File: config.mk
export PLATFORM = sky130hd
export DESIGN_NAME = ibex_register_file_ff_mp_flat
export DESIGN_NICKNAME = d
export VERILOG_FILES = /design/src/rtl/ibex_rf_pkg.sv /design/src/rtl/ibex_register_file_ff_mp_if.sv /design/src/rtl/ibex_rf_scoreboard.sv /design/src/rtl/ibex_register_file_ff_mp.sv /design/src/flat_wrapper.sv
export SDC_FILE = /design/constraint.sdc
export NUM_CORES = 2
export LEC_CHECK = 0
export BUFFER_PORTS_ARGS = -buffer_cell sky130_fd_sc_hd__buf_2
export CORE_MARGIN = 5
export CORE_UTILIZATION = 45
export DETAILED_ROUTE_END_ITERATION = 6
export PLACE_DENSITY = 0.65
export SYNTH_ARGS = -nofsm -noshare
export SYNTH_HDL_FRONTEND = slang
export SYNTH_HIERARCHICAL = 1
export SYNTH_SLANG_ARGS = --single-unit
File: constraint.sdc
create_clock -name clk_i -period 5.93 [get_ports clk_i]
set_input_delay 0.2965 -clock clk_i [delete_from_list [all_inputs] [get_ports clk_i]]
set_output_delay 0.2965 -clock clk_i [all_outputs]
set_load 0.1 [all_outputs]
File: src/rtl/ibex_rf_pkg.sv
// Shared definitions for the multi-port flip-flop register file.
// Provides the architectural address width, port-count limits, the
// register address type and a helper returning the register count.
package ibex_rf_pkg;

    localparam int unsigned RfAddrW       = 5;
    localparam int unsigned MaxReadPorts  = 4;
    localparam int unsigned MaxWritePorts = 3;

    typedef logic [RfAddrW-1:0] rf_addr_t;

    // RV32E exposes 16 architectural registers, RV32I exposes 32.
    function automatic int unsigned rf_num_words(input bit rv32e);
        return rv32e ? 32'd16 : 32'd32;
    endfunction

endpackage

File: src/rtl/ibex_register_file_ff_mp_if.sv
// Bus interface of the multi-port register file.
// master: the ID stage. It drives the read addresses, the write ports, the
//         pending-write marks and the dummy-instruction flag.
// slave : the register file. It returns read data, read-valid bits, the
//         scoreboard vector and the registered error pulse.
interface ibex_register_file_ff_mp_if
    import ibex_rf_pkg::*;
#(
    parameter int unsigned NumReadPorts  = 2,
    parameter int unsigned NumWritePorts = 2,
    parameter int unsigned DataWidth     = 32,
    parameter int unsigned Words         = 32
);
    logic                                      dummy_instr_id_i;
    rf_addr_t [NumReadPorts-1:0]               raddr_i;
    logic     [NumReadPorts-1:0][DataWidth-1:0] rdata_o;
    logic     [NumReadPorts-1:0]               rvalid_o;
    rf_addr_t [NumWritePorts-1:0]              waddr_i;
    logic     [NumWritePorts-1:0][DataWidth-1:0] wdata_i;
    logic     [NumWritePorts-1:0]              we_i;
    logic                                      pend_set_i;
    rf_addr_t                                  pend_addr_i;
    logic     [Words-1:0]                      pend_o;
    logic                                      err_o;

    modport master (
        output dummy_instr_id_i, raddr_i, waddr_i, wdata_i, we_i, pend_set_i, pend_addr_i,
        input  rdata_o, rvalid_o, pend_o, err_o
    );

    modport slave (
        input  dummy_instr_id_i, raddr_i, waddr_i, wdata_i, we_i, pend_set_i, pend_addr_i,
        output rdata_o, rvalid_o, pend_o, err_o
    );

endinterface

File: src/rtl/ibex_rf_scoreboard.sv
// Pending-write scoreboard. One flop per register marks an outstanding
// producer, for example a decoupled load.
// Ports: clk_i/rst_ni; pend_set_i/pend_addr_i mark a register;
//        we_dec_i holds the decoded effective writes of every port, and these
//        clear marks; pend_o is the scoreboard state (bit 0 is always 0).
module ibex_rf_scoreboard
    import ibex_rf_pkg::*;
#(
    parameter int unsigned Words         = 32,
    parameter int unsigned NumWritePorts = 2
) (
    input  logic                                  clk_i,
    input  logic                                  rst_ni,
    input  logic                                  pend_set_i,
    input  rf_addr_t                              pend_addr_i,
    input  logic [NumWritePorts-1:0][Words-1:0]   we_dec_i,
    output logic [Words-1:0]                      pend_o
);

    logic [Words-1:0] pend_q, pend_d, set_vec, clr_vec;

    always_comb begin
        set_vec = '0;
        clr_vec = '0;
        // Loop starts at 1: R0 never carries a pending write. The full 5-bit
        // compare also drops out-of-range addresses in RV32E.
        for (int w = 1; w < Words; w++) begin
            set_vec[w] = pend_set_i && (pend_addr_i == rf_addr_t'(w));
        end
        for (int p = 0; p < NumWritePorts; p++) begin
            clr_vec = clr_vec | we_dec_i[p];
        end
        // Set wins over clear: a new producer was issued in the same cycle.
        pend_d = (pend_q & ~clr_vec) | set_vec;
    end

    always_ff @(posedge clk_i or negedge rst_ni) begin
        if (!rst_ni) pend_q <= '0;
        else         pend_q <= pend_d;
    end

    assign pend_o = pend_q;

endmodule

File: src/rtl/ibex_register_file_ff_mp.sv
// Flip-flop register file with multiple read and write ports.
// Port 0 has the highest write priority. The file provides optional
// write-to-read bypass, a pending-write scoreboard and a registered error
// pulse that flags write collisions and out-of-range RV32E writes.
// Ports: clk_i/rst_ni (asynchronous, active-low); rf_if (slave) carries
//        read/write ports, pend marks, pend_o and err_o.
module ibex_register_file_ff_mp
    import ibex_rf_pkg::*;
#(
    parameter bit                    RV32E             = 1'b0,
    parameter int unsigned           DataWidth         = 32,
    parameter int unsigned           NumReadPorts      = 2,
    parameter int unsigned           NumWritePorts     = 2,
    parameter bit                    WriteBypass       = 1'b1,
    parameter bit                    DummyInstructions = 1'b0,
    parameter logic [DataWidth-1:0]  WordZeroVal       = '0
) (
    input logic                     clk_i,
    input logic                     rst_ni,
    ibex_register_file_ff_mp_if.slave rf_if
);

    localparam int unsigned Words = rf_num_words(RV32E);
    localparam int unsigned AddrW = RV32E ? 4 : 5;

    logic [NumWritePorts-1:0][Words-1:0] we_dec;
    logic [NumWritePorts-1:0]            coll, oor;
    logic                                shadow;
    logic                                r0_we;
    logic [Words-1:0][DataWidth-1:0]     rf_q, rf_d;
    logic [Words-1:0]                    pend;
    logic                                err_q;

    // Write arbitration. A port's write is effective only when no
    // higher-priority port targets the same register.
    always_comb begin
        we_dec = '0;
        coll   = '0;
        oor    = '0;
        shadow = 1'b0;
        for (int p = 0; p < NumWritePorts; p++) begin
            shadow = 1'b0;
            for (int q = 0; q < p; q++) begin
                if (rf_if.we_i[q] && (rf_if.waddr_i[q] == rf_if.waddr_i[p])) shadow = 1'b1;
            end
            if (rf_if.we_i[p]) begin
                if (RV32E && rf_if.waddr_i[p][4]) begin
                    oor[p] = 1'b1;
                end else if (rf_if.waddr_i[p] != '0) begin
                    if (shadow) coll[p] = 1'b1;
                    else        we_dec[p][rf_if.waddr_i[p][AddrW-1:0]] = 1'b1;
                end
            end
        end
    end

    // R0 has storage only for dummy instructions. Otherwise it stays at
    // WordZeroVal.
    assign r0_we = DummyInstructions && rf_if.we_i[0] && rf_if.dummy_instr_id_i &&
                   (rf_if.waddr_i[0] == '0);

    always_comb begin
        rf_d = rf_q;
        if (r0_we) rf_d[0] = rf_if.wdata_i[0];
        for (int w = 1; w < Words; w++) begin
            for (int p = 0; p < NumWritePorts; p++) begin
                if (we_dec[p][w]) rf_d[w] = rf_if.wdata_i[p];
            end
        end
    end

    always_ff @(posedge clk_i or negedge rst_ni) begin
        if (!rst_ni) begin
            rf_q  <= {Words{WordZeroVal}};
            err_q <= 1'b0;
        end else begin
            rf_q  <= rf_d;
            err_q <= |{coll, oor};
        end
    end

    ibex_rf_scoreboard #(
        .Words         (Words),
        .NumWritePorts (NumWritePorts)
    ) u_scoreboard (
        .clk_i       (clk_i),
        .rst_ni      (rst_ni),
        .pend_set_i  (rf_if.pend_set_i),
        .pend_addr_i (rf_if.pend_addr_i),
        .we_dec_i    (we_dec),
        .pend_o      (pend)
    );

    // Read ports. Each port muxes the stored word, applies the R0 and
    // out-of-range rules, and then the optional same-cycle bypass.
    logic [NumReadPorts-1:0][DataWidth-1:0] rdata;
    logic [NumReadPorts-1:0]                rvalid;
    logic [AddrW-1:0]                       ridx;

    always_comb begin
        rdata  = '0;
        rvalid = '1;
        ridx   = '0;
        for (int r = 0; r < NumReadPorts; r++) begin
            rdata[r]  = WordZeroVal;
            rvalid[r] = 1'b1;
            ridx      = rf_if.raddr_i[r][AddrW-1:0];
            if (!(RV32E && rf_if.raddr_i[r][4])) begin
                if (ridx != '0) begin
                    rdata[r]  = rf_q[ridx];
                    rvalid[r] = !pend[ridx];
                    if (WriteBypass) begin
                        for (int p = 0; p < NumWritePorts; p++) begin
                            if (we_dec[p][ridx]) begin
                                rdata[r]  = rf_if.wdata_i[p];
                                rvalid[r] = 1'b1;
                            end
                        end
                    end
                end else if (DummyInstructions && rf_if.dummy_instr_id_i) begin
                    rdata[r] = rf_q[0];
                end
            end
        end
    end

    assign rf_if.rdata_o  = rdata;
    assign rf_if.rvalid_o = rvalid;
    assign rf_if.pend_o   = pend;
    assign rf_if.err_o    = err_q;

endmodule
File: src/flat_wrapper.sv
// flat-port wrapper written by rule: the top's interface ports become plain ports
module ibex_register_file_ff_mp_flat import ibex_rf_pkg::*;
#(
    parameter bit                    RV32E             = 1'b0,
    parameter int unsigned           DataWidth         = 32,
    parameter int unsigned           NumReadPorts      = 2,
    parameter int unsigned           NumWritePorts     = 2,
    parameter bit                    WriteBypass       = 1'b1,
    parameter bit                    DummyInstructions = 1'b0,
    parameter logic [DataWidth-1:0]  WordZeroVal       = '0
)
  (clk_i, rst_ni, rf_if_dummy_instr_id_i, rf_if_raddr_i, rf_if_waddr_i, rf_if_wdata_i, rf_if_we_i, rf_if_pend_set_i, rf_if_pend_addr_i, rf_if_rdata_o, rf_if_rvalid_o, rf_if_pend_o, rf_if_err_o);
  ibex_register_file_ff_mp_if #(.NumReadPorts(NumReadPorts), .NumWritePorts(NumWritePorts), .DataWidth(DataWidth)) rf_if_i ();
  input logic clk_i;
  input logic rst_ni;
  input wire logic [$bits(rf_if_i.dummy_instr_id_i)-1:0] rf_if_dummy_instr_id_i;
  input wire logic [$bits(rf_if_i.raddr_i)-1:0] rf_if_raddr_i;
  input wire logic [$bits(rf_if_i.waddr_i)-1:0] rf_if_waddr_i;
  input wire logic [$bits(rf_if_i.wdata_i)-1:0] rf_if_wdata_i;
  input wire logic [$bits(rf_if_i.we_i)-1:0] rf_if_we_i;
  input wire logic [$bits(rf_if_i.pend_set_i)-1:0] rf_if_pend_set_i;
  input wire logic [$bits(rf_if_i.pend_addr_i)-1:0] rf_if_pend_addr_i;
  output wire logic [$bits(rf_if_i.rdata_o)-1:0] rf_if_rdata_o;
  output wire logic [$bits(rf_if_i.rvalid_o)-1:0] rf_if_rvalid_o;
  output wire logic [$bits(rf_if_i.pend_o)-1:0] rf_if_pend_o;
  output wire logic [$bits(rf_if_i.err_o)-1:0] rf_if_err_o;
  assign rf_if_i.dummy_instr_id_i = rf_if_dummy_instr_id_i;
  assign rf_if_i.raddr_i = rf_if_raddr_i;
  assign rf_if_i.waddr_i = rf_if_waddr_i;
  assign rf_if_i.wdata_i = rf_if_wdata_i;
  assign rf_if_i.we_i = rf_if_we_i;
  assign rf_if_i.pend_set_i = rf_if_pend_set_i;
  assign rf_if_i.pend_addr_i = rf_if_pend_addr_i;
  assign rf_if_rdata_o = rf_if_i.rdata_o;
  assign rf_if_rvalid_o = rf_if_i.rvalid_o;
  assign rf_if_pend_o = rf_if_i.pend_o;
  assign rf_if_err_o = rf_if_i.err_o;
  ibex_register_file_ff_mp #(.RV32E(RV32E), .DataWidth(DataWidth), .NumReadPorts(NumReadPorts), .NumWritePorts(NumWritePorts), .WriteBypass(WriteBypass), .DummyInstructions(DummyInstructions), .WordZeroVal(WordZeroVal)) u_core (.clk_i(clk_i), .rst_ni(rst_ni), .rf_if(rf_if_i));
endmodule
-- Word-level counts from Yosys, hierarchy flattened
Index checks and enable logic that the tools add are counted.
- logic and storage cells: 249
- output and inout port bits: 99
- bits in registers: 1025
- bits of input ports: 95
- order comparisons: 6
- reduce and logical (&&, ||, !) cells: 71
- multiplexer cells: 103
- bitwise gates (word level): 4
- equality and inequality tests: 32
- operators by type and width (kind ; number):
    two-way mux 32 bit ; 75
    binary-select mux 32 bit (select 5 bit) ; 2
    equality test 5 bit, second input constant ; 16
    OR 32 bit ; 2
    nonzero test 2 bit ; 31
    equality test 5 x 4 -> 1 bit, second input constant ; 8
    logical AND 1 bit ; 34
    bitwise AND 32 bit ; 1
    inverter 32 bit ; 1
    binary-select mux 1 bit (select 5 bit) ; 6
    less-than comparator 5 x 6 -> 1 bit, second input constant ; 4
    equality test 5 x 3 -> 1 bit, second input constant ; 4
    nonzero test 5 bit ; 4
    two-way mux 1 bit ; 18
    demux 1 bit (select 5 bit) ; 2
    equality test 5 x 2 -> 1 bit, second input constant ; 2
    greater-or-equal comparator 5 x 1 -> 1 bit, second input constant ; 2
    equality test 5 x 1 -> 1 bit, second input constant ; 1
    equality test 5 bit ; 1
    logical NOT 1 bit ; 2

-- Longest topological paths before layout
- word-level depth: 11
- gate-level depth with buffers: 10

-- Hierarchy
The synthesis kept the hierarchy.
- modules (own cells, without submodules) (module ; cells each ; sequential area each (um2) ; area each (um2) ; times used):
    ibex_register_file_ff_mp ; 6170 ; 24848.8 ; 61296.3 ; 1
    ibex_rf_scoreboard ; 119 ; 800.8 ; 1402.6 ; 1

-- Worst setup path after synthesis
OpenSTA, ideal clock, no wires.
- path type: input -> output
- start: in rf_if_raddr_i[6]
- end: out rf_if_rvalid_o[1]
- cell stages on the path: 10
- path buffers: 5
- data required time: 5634 ps
- slack: 2796 ps
- data arrival time: 2837 ps
- path through: buf_2 > buf_2 > buf_4 > buf_2 > buf_2 > mux4_2 > mux4_2 > mux2i_1 > nor2_1 > nand2_1
- longest elaborated chain between the ends: 6
- elaborated cells on any way between the ends: 11
- classes of those cells: mux: 9; reduce/logical: 2
- RTL lines (what ; line ; RTL):
    start, declared ; flat_wrapper.sv:17 ; input wire logic [$bits(rf_if_i.raddr_i)-1:0] rf_if_raddr_i;
    binary-select mux 1 bit (select 5 bit) ; ibex_register_file_ff_mp.sv:111 ; rvalid[r] = !pend[ridx];
    two-way mux 1 bit (implied by the code) ; ibex_register_file_ff_mp.sv:111 ;
    logical NOT 1 bit ; ibex_register_file_ff_mp.sv:111 ;
    two-way mux 1 bit (2 in a row) ; ibex_register_file_ff_mp.sv:114 ; if (we_dec[p][ridx]) begin
    two-way mux 1 bit (*) ; ibex_register_file_ff_mp.sv:109 ; if (ridx != '0) begin
    end, declared ; flat_wrapper.sv:24 ; output wire logic [$bits(rf_if_i.rvalid_o)-1:0] rf_if_rvalid_o;
Every way passes the cells marked *; elsewhere a longest branch is shown, timed or not. The select of a mux whose other input is x is not followed.

-- Worst setup path after layout
- start: in rf_if_raddr_i[6]
- end: out rf_if_rdata_o[56]
- longest elaborated chain between the ends: 5
- elaborated cells on any way between the ends: 10
- classes of those cells: mux: 9; reduce/logical: 1
- RTL lines (what ; line ; RTL):
    binary-select mux 32 bit (select 5 bit) or binary-select mux 1 bit (select 5 bit) (tied branches) ; ibex_register_file_ff_mp.sv:110, ibex_register_file_ff_mp.sv:114 ;
    two-way mux 32 bit (implied by the code) or two-way mux 1 bit (tied branches) ; ibex_register_file_ff_mp.sv:110, ibex_register_file_ff_mp.sv:114 ;
    two-way mux 32 bit (2 in a row) ; ibex_register_file_ff_mp.sv:114 ;
    two-way mux 32 bit (*) ; ibex_register_file_ff_mp.sv:109 ;
    end, declared ; flat_wrapper.sv:23 ; output wire logic [$bits(rf_if_i.rdata_o)-1:0] rf_if_rdata_o;
Marked as above.

==> metrics.yaml <==
setup_path:
  cp_slowest_stage_delay_ps: 1240
  cp_max_fo: 59
  rr_worst_depth: 2
  cpMostUsedCell: "buf_4"
  cp_cell_sequence: "buf_8, buf_4, buf_4, mux4_2, o22ai_1, o41ai_1, mux2_1, buf_2"
  cp-start-kind: "input port"
  crit_slowest_cell: "o41ai_1"
  critPathArrivalTime_ps: 4280
  worstPathRequired_ps: 5630
  crit_type: "input port to output pin"
  end_kind: "output pin"
clock_tree:
  clockBufferDepth: 3
  cts_tree: "yes"
  cts_setup_buffers: 0
  root_buffer: "clkbuf_16"
  clkTransAtPathRegs_ps: 70
  htreeDepth: 3
  cts_made_buffers: 109
  worstSkewPairLatency_ps: 740
  clkSinkCount: 1025
routing:
  drc: 0
  drtAntennaViolNets: 0
  avgRoutedWirePerCell_um: 35.3
  vias: 58400
  drtPass1Iterations: 7
  wirelength_um: 282000
  drt_iter0_markers: 9960
  via_per_inst: 7.31
logic_synthesis:
  synth_edf_count: 0
  synth_area_um2: 62700
  async_reset_ff_share_pct: 100
  yosysSeqAreaShare_pct: 40.9
  synth-seq-cells: 1025
  synthFlopType: "dfrtp_1"
  postSynthAreaPerCell_um2: 9.97
  yosys_warnings: 6
  yosysUniqueCellTypes: 74
  synthCells: 6289
sta:
  min_period_ps: 4580
  worst_slack_ps: 1350
  slew_viol_final: 30
  fin_tns_setup_ps: 0
  finalHoldWorstSlack_ps: 161
  slew-limit-headroom_pct: -3.90
  max_freq_ghz: 0.218
  tightest_slew_ps: 1550
  finalSetupViolCount: 0
  min_period_over_period_pct: 77.2
  rsz0062_at_grt: "false"
  clock_skew_ps: 0
  hold_viol: 0
cells_and_area:
  fillCellCount: 12600
  final_cell_mix: "1997 x nand2_1, 1025 x dfrtp_1, 927 x a22oi_1"
  drive_above_1_share_pct: 21.6
  layout_commonest_cell: "nand2_1"
  final_util_pct: 49.6
  final_nets: 6115
  syn_to_final_growth_pct: 10.0
die:
  ios: 194
  start_util_pct: 45.1
  fp.dieArea_um2: 147000
  fp-row-count: 137
  die_x_um: 383
  die_height_um: 383
  coreArea_um2: 139000
global_routing:
  grt_use_met3_pct: 15.5
  antenna_found_initial: 25
  grt_max_degree: 180
  busiest_layer: "met2"
  grt_pass1_vias: 56800
  grt_overflow: 0
  met2_usage_pct: 52.0
  grt_pass1_wl_um: 402000
  grt.met1_usage_pct: 46.9
  track_usage_pct: 37.2
min_path:
  hold_path_class: "input port to register"
  hold_depth: 3
placement:
  dp_hpwl_um: 166000
  gp_congestion: 0.968
  pre_cts_slack_ps: 1570
  portBuffers: 192
power_and_ir_drop:
  vdd_drop_max_v: 0.000376
  p_total_mw: 24.1
  powerDensity_nw_per_um2: 350
  leakagePower_nw: 31.0
outcome:
  violations: "max-capacitance violations, max-slew violations"
  outcome: "finished with violations"
flow_run:
  max_cap_violations: 1
==> per-layer routing <==
| layer | share of wire [%] | routed length (um) |
|---|---|---|
| met5 | 0.044 | 125 |
| met4 | 8.3 | 23500 |
| met3 | 16 | 46400 |
| met2 | 41 | 117000 |
| met1 | 34 | 95200 |
==> cells by family (layout without fill, tap and decap cells) <==
| group | count (synthesis) | after routing | share of synthesized area [%] |
|---|---|---|---|
| AND/OR/NAND/NOR | 2232 | 2232 | 14.0 |
| AO/OA/AOI/OAI | 1465 | 1465 | 18.2 |
| flip-flops | 1025 | 1025 | 40.9 |
| buffers and inverters | 784 | 595 | 5.24 |
| multiplexers | 762 | 762 | 21.3 |
| XOR/XNOR | 20 | 20 | 0.303 |
| other | 1 | 20 | 0.00598 |
==> path summary, 6_finish.rpt <==
check | startpoint | end | slack, ps
worst max-delay path | rf_if_raddr_i[6] | rf_if_rdata_o[56] | 1350
worst min-delay path | rf_if_wdata_i[46] | u_core/rf_q[78] | 160
max in group asynchronous | rst_ni | u_core/rf_q[945] | 4080
worst min register to register | u_core/rf_q[603] | u_core/rf_q[603] | 490
min in group asynchronous | rst_ni | u_core/rf_q[268] | 170
worst max register to register | u_core/u_scoreboard/pend_o[22] | u_core/u_scoreboard/pend_o[22] | 4970
==> what timing repair did <==
item	4_1_cts	5_1_grt
setup endpoints to repair	0	0
hold buffers	10	0
hold endpoints to repair	101	0
resized for setup	0	0
==> cell usage after synthesis, types with 15 or more instances <==
cell	count	area, um^2
clkbuf_1	529	1990
o2111ai_1	33	289
mux2_2	194	2180
nor3_1	40	200
mux2_1	19	214
a221oi_1	63	552
nand2_1	1997	7500
a21o_1	32	240
o32ai_1	15	131
and2_1	32	200
buf_1	47	176
a211oi_1	32	240
a22o_1	75	657
buf_2	156	781
mux2i_1	105	1050
a2111oi_4	15	413
o41ai_1	33	289
buf_4	18	135
o211ai_1	34	255
mux4_2	434	9770
o21ai_0	69	345
a221o_1	29	290
inv_1	19	71.3
dfrtp_1	1025	25600
o22ai_1	67	419
a22oi_1	927	6960
nor2_1	95	357
==> power breakdown <==
group	switching [mW]	total, mW	internal, mW	leakage [nW]
Sequential	1.40	10.1	8.69	13.0
Clock	3.10	7.16	4.06	1.78
Combinational	4.13	6.86	2.73	16.2
Total	8.63	24.1	15.5	31.0
==> stage by stage <==
stage | instances | instance area (um^2)
global route | 7985 | 68900
CTS | 7977 | 68900
floorplan | 6290 | 62700
detailed placement | 7775 | 65200
finish | 7995 | 69000
global placement | 7775 | 65200
==> state kept, by name (all words and copies together), names as in the netlist <==
signal                      flops
u_core/u_scoreboard/pend_o     32
u_core/rf_q                   992
u_core/rf_if.err_o              1
==> critical path: cells and delay by family <==
kind                   cells  cell delay, ps
multiplexers               2             530
buffers and inverters      4            2000
AO/OA/AOI/OAI              2            1390
==> cell type report <==
cell class	count	area [um^2]	area share [%]
diodes	18	45.0	0.0653
clock buffers	157	3190	4.62
inverters	23	86.3	0.125
well taps	1876	2350	3.40
multi-input cells	4481	34500	50.1
clock inverters	35	425	0.617
repair buffers	380	2680	3.88
flip-flops and latches	1025	25600	37.2
No activity file was read; power rests on OpenSTA's default activity.
